## src/rtl/fram_arb_pkg.sv

```systemverilog
// Shared types, widths and the round-robin pick helper
// for the FRAM access arbiter.
package fram_arb_pkg;

  typedef enum logic [1:0] {
    IDLE,
    OWN,
    BUSY
  } state_t;

  localparam int FRAM_AW = 17;
  localparam int LEN_W   = 16;
  localparam int DW      = 8;
  localparam int MAXREQ  = 4;

  // First set request at or after ptr, wrapping modulo n.
  function automatic logic [MAXREQ-1:0] rr_pick(
    input logic [MAXREQ-1:0] req,
    input logic [1:0]        ptr,
    input int                n
  );
    logic [MAXREQ-1:0] g;
    logic              found;
    int                idx;
    g     = '0;
    found = 1'b0;
    for (int i = 0; i < MAXREQ; i++) begin
      idx = (int'(ptr) + i) % n;
      if (i < n && !found && req[idx]) begin
        g[idx] = 1'b1;
        found  = 1'b1;
      end
    end
    return g;
  endfunction

endpackage

```

## src/rtl/fram_access_arb_rr_arbiter.sv

```systemverilog
// Round-robin pick over the request vector with a
// registered pointer that advances past each winner.
module rr_arbiter
  import fram_arb_pkg::*;
#(
  parameter int NREQ = 3
) (
  input  logic            clk,
  input  logic            rst,
  input  logic [NREQ-1:0] req,
  input  logic            en,
  output logic [NREQ-1:0] pick
);

  logic [1:0]        ptr;
  logic [1:0]        nxt;
  logic [MAXREQ-1:0] req_w;
  logic [MAXREQ-1:0] pick_w;
  logic              pick_unused;

  assign req_w       = MAXREQ'(req);
  assign pick_w      = rr_pick(req_w, ptr, NREQ);
  assign pick        = pick_w[NREQ-1:0];
  assign pick_unused = ^pick_w;

  // Pointer value one past the current winner.
  always_comb begin
    nxt = ptr;
    for (int i = 0; i < NREQ; i++) begin
      if (pick[i]) begin
        nxt = (i + 1 == NREQ) ? 2'd0 : 2'(i + 1);
      end
    end
  end

  // Advance the pointer only when a grant is taken.
  always_ff @(posedge clk or negedge rst) begin
    if (!rst) begin
      ptr <= 2'd0;
    end else if (en && |pick) begin
      ptr <= nxt;
    end
  end

endmodule

```

## src/rtl/fram_access_arb.sv

```systemverilog
// Shares one FRAM controller port between NREQ requesters:
// round-robin ownership, command/stream mux, busy timeout.
module fram_access_arb
  import fram_arb_pkg::*;
#(
  parameter int NREQ   = 3,
  parameter int TO_CYC = 200000
) (
  input  logic                    clk,
  input  logic                    rst,
  input  logic [NREQ-1:0]         im_req,
  output logic [NREQ-1:0]         om_gnt,
  input  logic [NREQ-1:0]         im_rden,
  input  logic [NREQ-1:0]         im_wren,
  input  logic [NREQ*FRAM_AW-1:0] im_addr,
  input  logic [NREQ*LEN_W-1:0]   im_wr_len,
  input  logic [NREQ-1:0]         im_wr_dv,
  input  logic [NREQ*DW-1:0]      im_wdata,
  output logic [NREQ-1:0]         om_rd_dv,
  output logic [DW-1:0]           om_rdata,
  output logic [NREQ-1:0]         om_done,
  output logic                    o_timeout,
  output logic                    o_e2prom_rden,
  output logic                    o_e2prom_wren,
  output logic [FRAM_AW-1:0]      om_e2prom_addr,
  output logic [LEN_W-1:0]        om_e2prom_wr_len,
  output logic                    o_e2prom_wr_dv,
  output logic [DW-1:0]           o_e2prom_wdata,
  input  logic                    i_e2prom_rd_dv,
  input  logic [DW-1:0]           im_e2prom_rdata,
  input  logic                    i_e2prom_rdy
);

  localparam int CW = $clog2(TO_CYC + 1);
  localparam logic [CW-1:0] TO_LAST = CW'(TO_CYC - 1);

  state_t             state;
  logic [NREQ-1:0]    gnt;
  logic [NREQ-1:0]    pick;
  logic [CW-1:0]      cnt;
  logic               seen_low;
  logic               arb_en;
  logic               own_req;
  logic               sel_rd;
  logic               sel_wr;
  logic               sel_wr_dv;
  logic [FRAM_AW-1:0] sel_addr;
  logic [LEN_W-1:0]   sel_len;
  logic [DW-1:0]      sel_wdata;

  assign arb_en    = (state == IDLE) && (|im_req) && i_e2prom_rdy;
  assign own_req   = |(im_req & gnt);
  assign sel_rd    = |(im_rden & gnt);
  assign sel_wr    = |(im_wren & gnt);
  assign sel_wr_dv = |(im_wr_dv & gnt);

  assign om_gnt   = gnt;
  assign om_rdata = im_e2prom_rdata;
  assign om_rd_dv = gnt & {NREQ{i_e2prom_rd_dv}};

  rr_arbiter #(
    .NREQ(NREQ)
  ) u_rr (
    .clk (clk),
    .rst (rst),
    .req (im_req),
    .en  (arb_en),
    .pick(pick)
  );

  // Owner's command fields and write byte; zero without a grant.
  always_comb begin
    sel_addr  = '0;
    sel_len   = '0;
    sel_wdata = '0;
    for (int i = 0; i < NREQ; i++) begin
      if (gnt[i]) begin
        sel_addr  = im_addr[i*FRAM_AW +: FRAM_AW];
        sel_len   = im_wr_len[i*LEN_W +: LEN_W];
        sel_wdata = im_wdata[i*DW +: DW];
      end
    end
  end

  // Ownership FSM with registered port outputs and timeout.
  always_ff @(posedge clk or negedge rst) begin
    if (!rst) begin
      state            <= IDLE;
      gnt              <= '0;
      cnt              <= '0;
      seen_low         <= 1'b0;
      om_done          <= '0;
      o_timeout        <= 1'b0;
      o_e2prom_rden    <= 1'b0;
      o_e2prom_wren    <= 1'b0;
      om_e2prom_addr   <= '0;
      om_e2prom_wr_len <= '0;
      o_e2prom_wr_dv   <= 1'b0;
      o_e2prom_wdata   <= '0;
    end else begin
      om_done        <= '0;
      o_timeout      <= 1'b0;
      o_e2prom_rden  <= 1'b0;
      o_e2prom_wren  <= 1'b0;
      o_e2prom_wr_dv <= 1'b0;
      o_e2prom_wdata <= '0;
      unique case (state)
        IDLE: begin
          om_e2prom_addr   <= '0;
          om_e2prom_wr_len <= '0;
          if (arb_en) begin
            gnt   <= pick;
            state <= OWN;
          end
        end
        OWN: begin
          if (!own_req) begin
            gnt   <= '0;
            state <= IDLE;
          end else if (i_e2prom_rdy && (sel_rd ^ sel_wr)) begin
            o_e2prom_rden    <= sel_rd;
            o_e2prom_wren    <= sel_wr;
            om_e2prom_addr   <= sel_addr;
            om_e2prom_wr_len <= sel_len;
            cnt              <= '0;
            seen_low         <= 1'b0;
            state            <= BUSY;
          end
        end
        BUSY: begin
          o_e2prom_wr_dv <= sel_wr_dv;
          o_e2prom_wdata <= sel_wr_dv ? sel_wdata : '0;
          cnt            <= cnt + 1'b1;
          if (!i_e2prom_rdy) begin
            seen_low <= 1'b1;
          end
          if (seen_low && i_e2prom_rdy) begin
            om_done <= gnt;
            state   <= OWN;
          end else if (cnt == TO_LAST) begin
            om_done   <= gnt;
            o_timeout <= 1'b1;
            gnt       <= '0;
            state     <= IDLE;
          end
        end
        default: state <= IDLE;
      endcase
    end
  end

endmodule
```

## config.mk

```make
export PLATFORM = sky130hd
export DESIGN_NAME = fram_access_arb
export DESIGN_NICKNAME = d
export VERILOG_FILES = /design/src/rtl/fram_arb_pkg.sv /design/src/rtl/fram_access_arb_rr_arbiter.sv /design/src/rtl/fram_access_arb.sv
export SDC_FILE = /design/constraint.sdc
export NUM_CORES = 1
export LEC_CHECK = 0
export CAP_MARGIN = 20
export CORE_MARGIN = 2
export CORE_UTILIZATION = 58
export CTS_CLUSTER_DIAMETER = 60
export DETAILED_ROUTE_END_ITERATION = 16
export DONT_BUFFER_PORTS = 1
export PLACE_DENSITY = 0.74
export RECOVER_POWER = 25
export SYNTH_ARGS = -nofsm -noshare
export SYNTH_HDL_FRONTEND = slang
export SYNTH_SLANG_ARGS = --single-unit
export TNS_END_PERCENT = 10
```

## constraint.sdc

```tcl
create_clock -name clk -period 2.2 [get_ports clk]
set_clock_uncertainty 0.05 [all_clocks]
set_input_delay 0.33 -clock clk [delete_from_list [all_inputs] [get_ports clk]]
set_output_delay 0.33 -clock clk [all_outputs]
set_load 0.05 [all_outputs]
```

# == After elaboration in Yosys (flattened, before gate mapping) ==
# Index checks and enable logic that the tools add are counted.
# word_totals
reg_bits,74
output_inout_bits,62
elab_cells,145
# op_classes
add_sub_neg,3
div,3
n_lt_le_gt_ge,6
eq_ne,12
mux,71
bitwise_logic,8
n_reduce_logical,29
# op_table
operator,n
"32-bit by 1-bit >= comparator with 1-bit output, second input constant",3
"32-bit by 4-bit < comparator with 1-bit output, second input constant",3
17-bit two-way mux,5
16-bit two-way mux,5
"32-bit by 3-bit remainder unit with 32-bit output, second input constant",2
8-bit two-way mux,5
18-bit two-way mux,2
18-bit one-hot mux with 2 select lines,1
17-bit one-hot mux with 2 select lines,1
"3-bit by 3-bit remainder unit with 32-bit output, second input constant",1
16-bit one-hot mux with 2 select lines,1
3-bit two-way mux,10
1-bit two-way mux,24
"18-bit by 1-bit adder with 18-bit output, second input constant",1
"18-bit == test, second input constant",1
3-bit OR reduction,6
2-bit two-way mux,8
3-bit bitwise AND,5
"2-bit != test, second input constant",6
1-bit logical AND,10
3-bit one-hot mux with 3 select lines,1
3-bit AND reduction,3
1-bit binary-select mux with 2-bit select,3
1-bit demux with 2-bit select,3
17 further kinds,22

# == Depth between registers and ports, before layout ==
# logic_depth
word_depth,14
depth_mapped,10

# == Modules after synthesis ==
# A second synthesis with hierarchy kept.
# unflattened
hier_cells,558
hier_area_um2,4790.8
# by_module_without_submodules
module,instances,cells_per_inst,area_each_um2,seq_area_each_um2
fram_access_arb,1,506,4357.9,1801.7
rr_arbiter,1,52,432.9,50.0

# == Worst setup path after synthesis ==
# No wires, ideal clock.
# synth_timing
path_kind,flip-flop to flip-flop
startpoint,register gnt[0] (netlist: om_gnt[0])
endpoint,register cnt[16]
setup_time_ns,0.064
arrival_time_ns,2.365
required_ns,2.086
path_slack_ns,-0.279
path_stages_with_launch,7
n_path_buf,0
path_cell_list,dfrtp_1 -> a222oi_1 -> xnor2_1 -> o21ba_1 -> or4_4 -> nor3_2 -> a21o_1
# synth_between
elab_chain_cells,6
word_cells_on_any_way,11
# synth_rtl
element,line_no,rtl
from (decl),fram_access_arb.sv:38,logic [NREQ-1:0] gnt;
from (signal assigned),fram_access_arb.sv:112,gnt <= pick;
3-bit bitwise AND (on tied branches),"fram_access_arb.sv:53, fram_access_arb.sv:54",
3-bit OR reduction (on tied branches),"fram_access_arb.sv:53, fram_access_arb.sv:54",
1-bit XOR,fram_access_arb.sv:120,end else if (i_e2prom_rdy && (sel_rd ^ sel_wr)) begin
1-bit logical AND,fram_access_arb.sv:120,
2-bit != test (no line),n/a,
3-bit AND reduction (no line) (*),n/a,
to (signal assigned),fram_access_arb.sv:133,cnt <= cnt + 1'b1;
to (decl),fram_access_arb.sv:40,logic [CW-1:0] cnt;
# Every way passes the cells marked *; elsewhere a longest branch is shown, timed or not.
# A chain may end at the register's enable or synchronous reset.

# == Worst setup path after layout ==
# layout_timing
startpoint,register cnt[9]
endpoint,register gnt[2] (netlist: om_gnt[2])
# layout_between
elab_chain_cells,3
# layout_rtl
element,line_no,rtl
18-bit == test,fram_access_arb.sv:140,end else if (cnt == TO_LAST) begin
2-bit != test (no line),n/a,
5-bit AND reduction (no line),n/a,
# No other way between the ends.

==> flow_summary.toml <==
[pwr]
power_mw = 8.32
ir_worst_vdd_uv = 978
p_leak_nw = 2.23
p_per_area_nw_per_um2 = 1560

[layout]
nFillCells = 603
multiInputGateArea_um2 = 2630
seq_area_um2 = 1860
drive_above_1_share_pct = 19.2
utilization_pct = 69.3
num-nets-final = 677
finalInstanceArea_um2 = 5330
area_growth_pct = 15.7
fin_cells = 628
antenna_cells = 0

[sta]
finalSetupViolations = 5
max_freq_mhz = 443
relSlewSlack_pct = 31.7
tightest_slew_ns = 1.02
report.final.slew_viol_count = 0
fin_crit_sh_pct = 103
rsz0062_at_grt = "yes"
fin_ws_ns = -0.0552
hold_viol = 0
finalCriticalPeriod_ns = 2.26

[detailed_routing]
vias = 4366
vias_per_cell = 6.95
drc = 0
wl_per_cell_um = 21.3
firstDrtPassIters = 5
drt_wl_total_mm = 13.4
ant_nets = 0
drt_iter0_markers = 286

[clock_tree]
htree_levels = 3
cts.clk_slew.worst_paths_ns = 0.08
tritoncts = "yes"
root_buffer = "clkbuf_8"
clkSinkCount = 74
cts_buffers = 9
worstSkewPairLatency_ns = 0.35
clockBufferDepth = 2

[floorplanning]
num_io_pins = 209
initial_core_util_pct = 59.8
die-area_um2 = 8660
fp.dieH_um = 93.1
row_count = 32
die_x_um = 93.1
core_area_um2 = 7690

[global_routing]
grt_max_degree = 75
grt_pass1_vias = 4289
grt_pass1_wl_mm = 20.8
antenna_found_initial = 0
track_usage_pct = 30.4
grt_overflow = 0

[place]
placement.io_buffers = 0
dpl_cell_area_um2 = 4950
placed_cells = 608
gp_congestion = 0.890
dp_hpwl_mm = 9.26

[worst_setup_path]
path_cells = "or4_1, or3_4, nor3_4, nand2_1, a211o_1, mux2_2"
worstPathArrival_ns = 2.44
max_stage_delay_ns = 0.52
cpMaxStageDelayCell = "or4_1"
required_ns = 2.39
worst_setup_path_start_kind = "register"
cp_top_family = "simple AND/OR/NAND/NOR gates"
r2r_start = "cnt[9]"
critPathCaptureType = "register"
crit_start = "cnt[9]"
crit_fanout = 3
critPathKind = "register to register"
crit_buf_inv = 0

[synthesis]
syn_inst = 508
synthFlopType = "dfrtp_1"
synthesis.area_um2 = 4600
ys_top_cells_by_area = "dfrtp_1 (40%), o211ai_1 (11%), a221o_1 (8.9%)"
synth.mux.area_fraction_pct = 2.09
synth_adder_area_share_pct = 2.45
syn_avg_cell_area_um2 = 9.06
synth-compound-area-share_pct = 29.2
synth_xor_area_share_pct = 0.381
synth_cell_types = 53
yosys.area_share.simple_pct = 19.9
synthArstFlopShare_pct = 100
synth_top_area_share_pct = 40.3
synth_commonest_cells = "dfrtp_1 (74), o211ai_1 (70), nand2_1 (56), nand3_1 (47), a221o_1 (41)"
synth_top_family_by_area = "compound AO/OA/AOI/OAI gates"
yosysWarningCount = 0
synth-seq-area-share_pct = 40.3
ys_ff_latch = 74
synth_edf_count = 0
post-synth-top-count-cell = "dfrtp_1"
netlist.top_cell.by_area = "dfrtp_1"
syn-num-nets = 664

[outcome]
outcome = "finished with violations"
violations = "setup timing"

[flow_run]
cap_violations = 0

[hold_path]
hp-class = "input port to register"
hp-start = "im_wdata[19]"
==> final cells by class <==
cell class / count / area share [%]
inverter: 10 / 0.705
tap: 102 / 2.40
sequential: 74 / 34.8
multi-input combinational: 373 / 49.3
clock inverter: 6 / 1.69
timing repair buffer: 53 / 8.67
clock buffer: 10 / 2.40
==> kinds of logic after synthesis <==
group / after synthesis
compound gates: 169
xor+xnor: 2
fa+ha+maj: 9
buf+inv: 61
flops: 74
mux: 9
simple gates: 184
==> timing repair <==
item	4_1_cts	5_1_grt
gates resized for setup	11	16
endpoints found under the setup margin	17	47
hold buffers	2	0
endpoints found under the hold margin	74	0
gates cloned	0	0
pin swaps	4	3
buffers inserted	1	1
==> routing by layer <==
| layer | track usage, % | part of all wire [%] |
|---|---|---|
| met5 | 0 | 0 |
| met4 | 10.3 | 2.3 |
| met3 | 6.04 | 7.7 |
| met2 | 54.3 | 52 |
| met1 | 36.5 | 38 |
==> state kept, by name, indices dropped and copies added (netlist names) <==
| name | cells |
|---|---|
| om_gnt | 3 |
| state | 2 |
| seen_low | 1 |
| om_done | 3 |
| om_e2prom_addr | 17 |
| o_timeout | 1 |
| o_e2prom_rden | 1 |
| om_e2prom_wr_len | 16 |
| o_e2prom_wdata | 8 |
| cnt | 18 |
| u_rr.ptr | 2 |
| o_e2prom_wren | 1 |
| o_e2prom_wr_dv | 1 |
==> stage by stage <==
step	worst slack, ns	hold slack (ns)	setup TNS (ns)
3_5_place_dp	-0.160	-0.0126	-1.50
4_1_cts	-0.0164	0.0840	-0.0292
6_report	-0.0552	0.0933	-0.218
5_1_grt	-0.126	0.0826	-1.15
2_1_floorplan	-0.123	-0.0156	-1.67
3_3_place_gp	-0.114	-0.0124	-0.456
==> path summary, 6_finish.rpt <==
check | cells past startpoint | slack, ns | endpoint
max | 6 | -0.06 | om_gnt[2]
min | 2 | 0.09 | o_e2prom_wdata[3]
max reg2reg | 6 | -0.06 | om_gnt[2]
min reg2reg | 1 | 0.45 | cnt[17]
max in group asynchronous | 2 | 0.68 | om_gnt[2]
min in group asynchronous | 2 | 0.67 | om_e2prom_wr_len[6]
==> worst register-to-register path, stage by stage, from the launching register on <==
cell	delay (ns)
dfrtp_1	0.38
or4_1	0.52
or3_4	0.37
nor3_4	0.14
nand2_1	0.08
a211o_1	0.30
mux2_2	0.29
==> report_power, final <==
group / leakage (nW) / internal, mW / switching, mW
Combinational: 1.11 / 1.72 / 2.17
Clock: 0.107 / 0.643 / 0.549
Sequential: 1.01 / 1.74 / 1.49
==> layout by cell type, fill, tap and decap left out, types with 3 or more instances in the layout <==
| cell | synthesis | layout |
|---|---|---|
| dfrtp_1 | 74 | 71 |
| o211ai_1 | 70 | 70 |
| nand2_1 | 56 | 56 |
| nand3_1 | 47 | 46 |
| buf_4 | 8 | 46 |
| a221o_1 | 41 | 41 |
| nor2_1 | 27 | 25 |
| o21ai_0 | 17 | 16 |
| inv_1 | 10 | 9 |
| clkbuf_8 | 0 | 9 |
| ha_1 | 9 | 8 |
| nor2b_1 | 8 | 7 |
| a22o_1 | 7 | 7 |
| a21oi_1 | 9 | 7 |
| nand2b_1 | 7 | 6 |
| nor3_1 | 7 | 6 |
| and2_1 | 5 | 5 |
| a21o_1 | 5 | 5 |
| mux2_2 | 5 | 5 |
| a222oi_1 | 4 | 4 |
| nand3b_1 | 3 | 3 |
| nand4_1 | 3 | 3 |
| mux2i_1 | 4 | 3 |
| dfrtp_2 | 0 | 3 |
| buf_12 | 0 | 3 |
(Power assumes the default switching activity.)
==> patch: new RTL, same flow settings <==
Encoding of `state_t`: now one-hot (3 bits for 3 states).
--- a/src/rtl/fram_arb_pkg.sv
+++ b/src/rtl/fram_arb_pkg.sv
@@ -2,10 +2,10 @@
 // for the FRAM access arbiter.
 package fram_arb_pkg;
 
-  typedef enum logic [1:0] {
-    IDLE,
-    OWN,
-    BUSY
+  typedef enum logic [2:0] {
+    IDLE = 3'b001,
+    OWN  = 3'b010,
+    BUSY = 3'b100
   } state_t;
 
   localparam int FRAM_AW = 17;
Formal check against the unedited RTL: no difference found for any inputs over 4 cycles, from zero or initial values and one cycle with rst low; so few cycles prove little.
==> patch against the unedited design <==
Die area fell by 5.1%. Total power shrank 23%. Largest cell class unchanged. Global-route usage down 4.8 points. Final cell count decreased by 1.6%. Setup slack better by 140 ps. Design area is 9.9% lower. Sequential cell count is 1 higher. Synthesized area down 5.4%. Routed wire length decreased by 18%. Maximum frequency grew 6.8%. Largest power group unchanged.
==> patch: results <==
set metrics [dict create \
    r2r-start "u_rr.ptr[1]$_DFFE_PN0P_" \
    p_leak_nw 1.95 \
    grt_max_degree 76 \
    timing.hold.ws_ps 90.1 \
    synth_seq_area_share_pct 43.1 \
    netlist_top_cells_count "dfrtp_1, o21ai_0, nand2_1" \
    placed_area_um2 4450 \
    drtIter0Drc 269 \
    crit_arrival_ps 2320 \
    drive_gt1_share_pct 11.4 \
    htree_levels 3 \
    drt-met1-wl_um 4590 \
    grt_pass1_wl_um 16900 \
    cp_top_family "flip-flops" \
    synth_cell_types 54 \
    r2r_slack_ps 90 \
    yosys-top-cells-area "dfrtp_1, o21ai_0, a22oi_1" \
    reg2reg_depth 8 \
    wl_met2_um 5280 \
    routed_wl_um 11000 \
    avgSynthCellArea_um2 8.39 \
    wl_per_cell_um 17.7 \
    ir_drop_uv 888 \
    tightestPinTransition_ps 1000 \
    worstHoldEndpoint "o_e2prom_wdata[7]$_DFF_PN0_" \
    place_congestion 0.918 \
    gr-total-overflow 0 \
    cp_max_fo 6 \
    first_pass_iters 5 \
    place_hpwl_um 7820 \
    critPathMaxStageDelay_ps 410 \
    hp-class "in2reg" \
    top_layer_used "met4" \
    dp_cells 598 \
    grt_pass1_vias 3424 \
    grtUsageTotal_pct 25.6 \
    met3WireLength_um 911 \
    worstHoldStart "im_wdata[23]" \
    insertion_delay_ps 340 \
    syn_nets 671 \
    status "completed" \
    cpMaxStageDelayCell "dfrtp_1" \
    num_vias 3797 \
    reg2reg_to "u_rr.ptr[0]$_DFFE_PN0P_" \
    dp_slack_ps -30.8 \
    synthFlopType "dfrtp_1" \
]
## patch: cell count changes after synthesis, moves of 5 or more
| cell | unedited run | this run |
|---|---|---|
| a221o_1 | 41 | 0 |
| xor2_1 | 1 | 12 |
| and2_1 | 5 | 10 |
| nand3_1 | 47 | 38 |
| inv_1 | 10 | 40 |
| o21ai_1 | 0 | 8 |
| clkbuf_1 | 35 | 20 |
| buf_6 | 0 | 5 |
| o211ai_1 | 70 | 1 |
| o21ai_0 | 17 | 65 |
| a22o_1 | 7 | 1 |
| nor2_1 | 27 | 42 |
| a22oi_1 | 0 | 42 |
## patch: worst max-delay path by stage
stage / from / endpoint / slack (ps) / cells past startpoint
2_1_floorplan: u_rr.ptr[0]$_DFFE_PN0P_ / u_rr.ptr[0]$_DFFE_PN0P_ / -40 / 8
3_3_place_gp: u_rr.ptr[1]$_DFFE_PN0P_ / u_rr.ptr[0]$_DFFE_PN0P_ / 40 / 8
3_5_place_dp: u_rr.ptr[0]$_DFFE_PN0P_ / u_rr.ptr[0]$_DFFE_PN0P_ / -30 / 8
4_1_cts: u_rr.ptr[0]$_DFFE_PN0P_ / u_rr.ptr[0]$_DFFE_PN0P_ / 10 / 8
5_1_grt: u_rr.ptr[1]$_DFFE_PN0P_ / u_rr.ptr[1]$_DFFE_PN0P_ / 9 / 8
6_report: u_rr.ptr[1]$_DFFE_PN0P_ / u_rr.ptr[0]$_DFFE_PN0P_ / 90 / 8
## patch: cells by family after synthesis
family          synth area share (%)
mux                            0.948
flops                           43.1
simple gates                    20.3
compound gates                  22.0
buf+inv                         8.97
xor+xnor                        3.22
fa+ha+maj                       1.44
## patch: final cells by class
class / count / area [µm²]
Clock buffer: 11 / 141
Clock inverter: 5 / 85.1
Fill cell: 595 / 2450
Inverter: 40 / 150
Multi-Input combinational cell: 361 / 2170
Sequential cell: 75 / 1880
Tap cell: 99 / 124
Timing Repair Buffer: 27 / 248
## patch: worst reg2reg max path, delay by kind of cell (launching register included)
kind / cells / cell delay (ps)
flip-flops: 1 / 410
AO/OA/AOI/OAI: 2 / 380
multiplexers: 1 / 360
AND/OR/NAND/NOR: 2 / 360
adder cells (fa/ha/maj): 1 / 250
buffers and inverters: 2 / 230
## patch: routing by layer
metal | vias to the layer above | track usage, %
li1 | 1789 | -
met2 | 206 | 40.9
met4 | 0 | 7.82
met1 | 1781 | 35.1
met5 | - | 0
met3 | 21 | 5.51
## patch: power by group
group	leakage [nW]	switching, mW	internal, mW
registers	0.963	0.652	1.69
clock network	0.110	0.517	0.677
logic	0.874	1.72	1.15
total	1.95	2.89	3.52
## patch: timing repair
action | in CTS | in global routing
endpoints found under the setup margin | 2 | 34
hold endpoints to repair | 75 | 0
setup buffers | 0 | 1
gates cloned | 0 | 1
pin swaps | 0 | 4
hold buffers | 2 | 0
resized for setup | 2 | 11
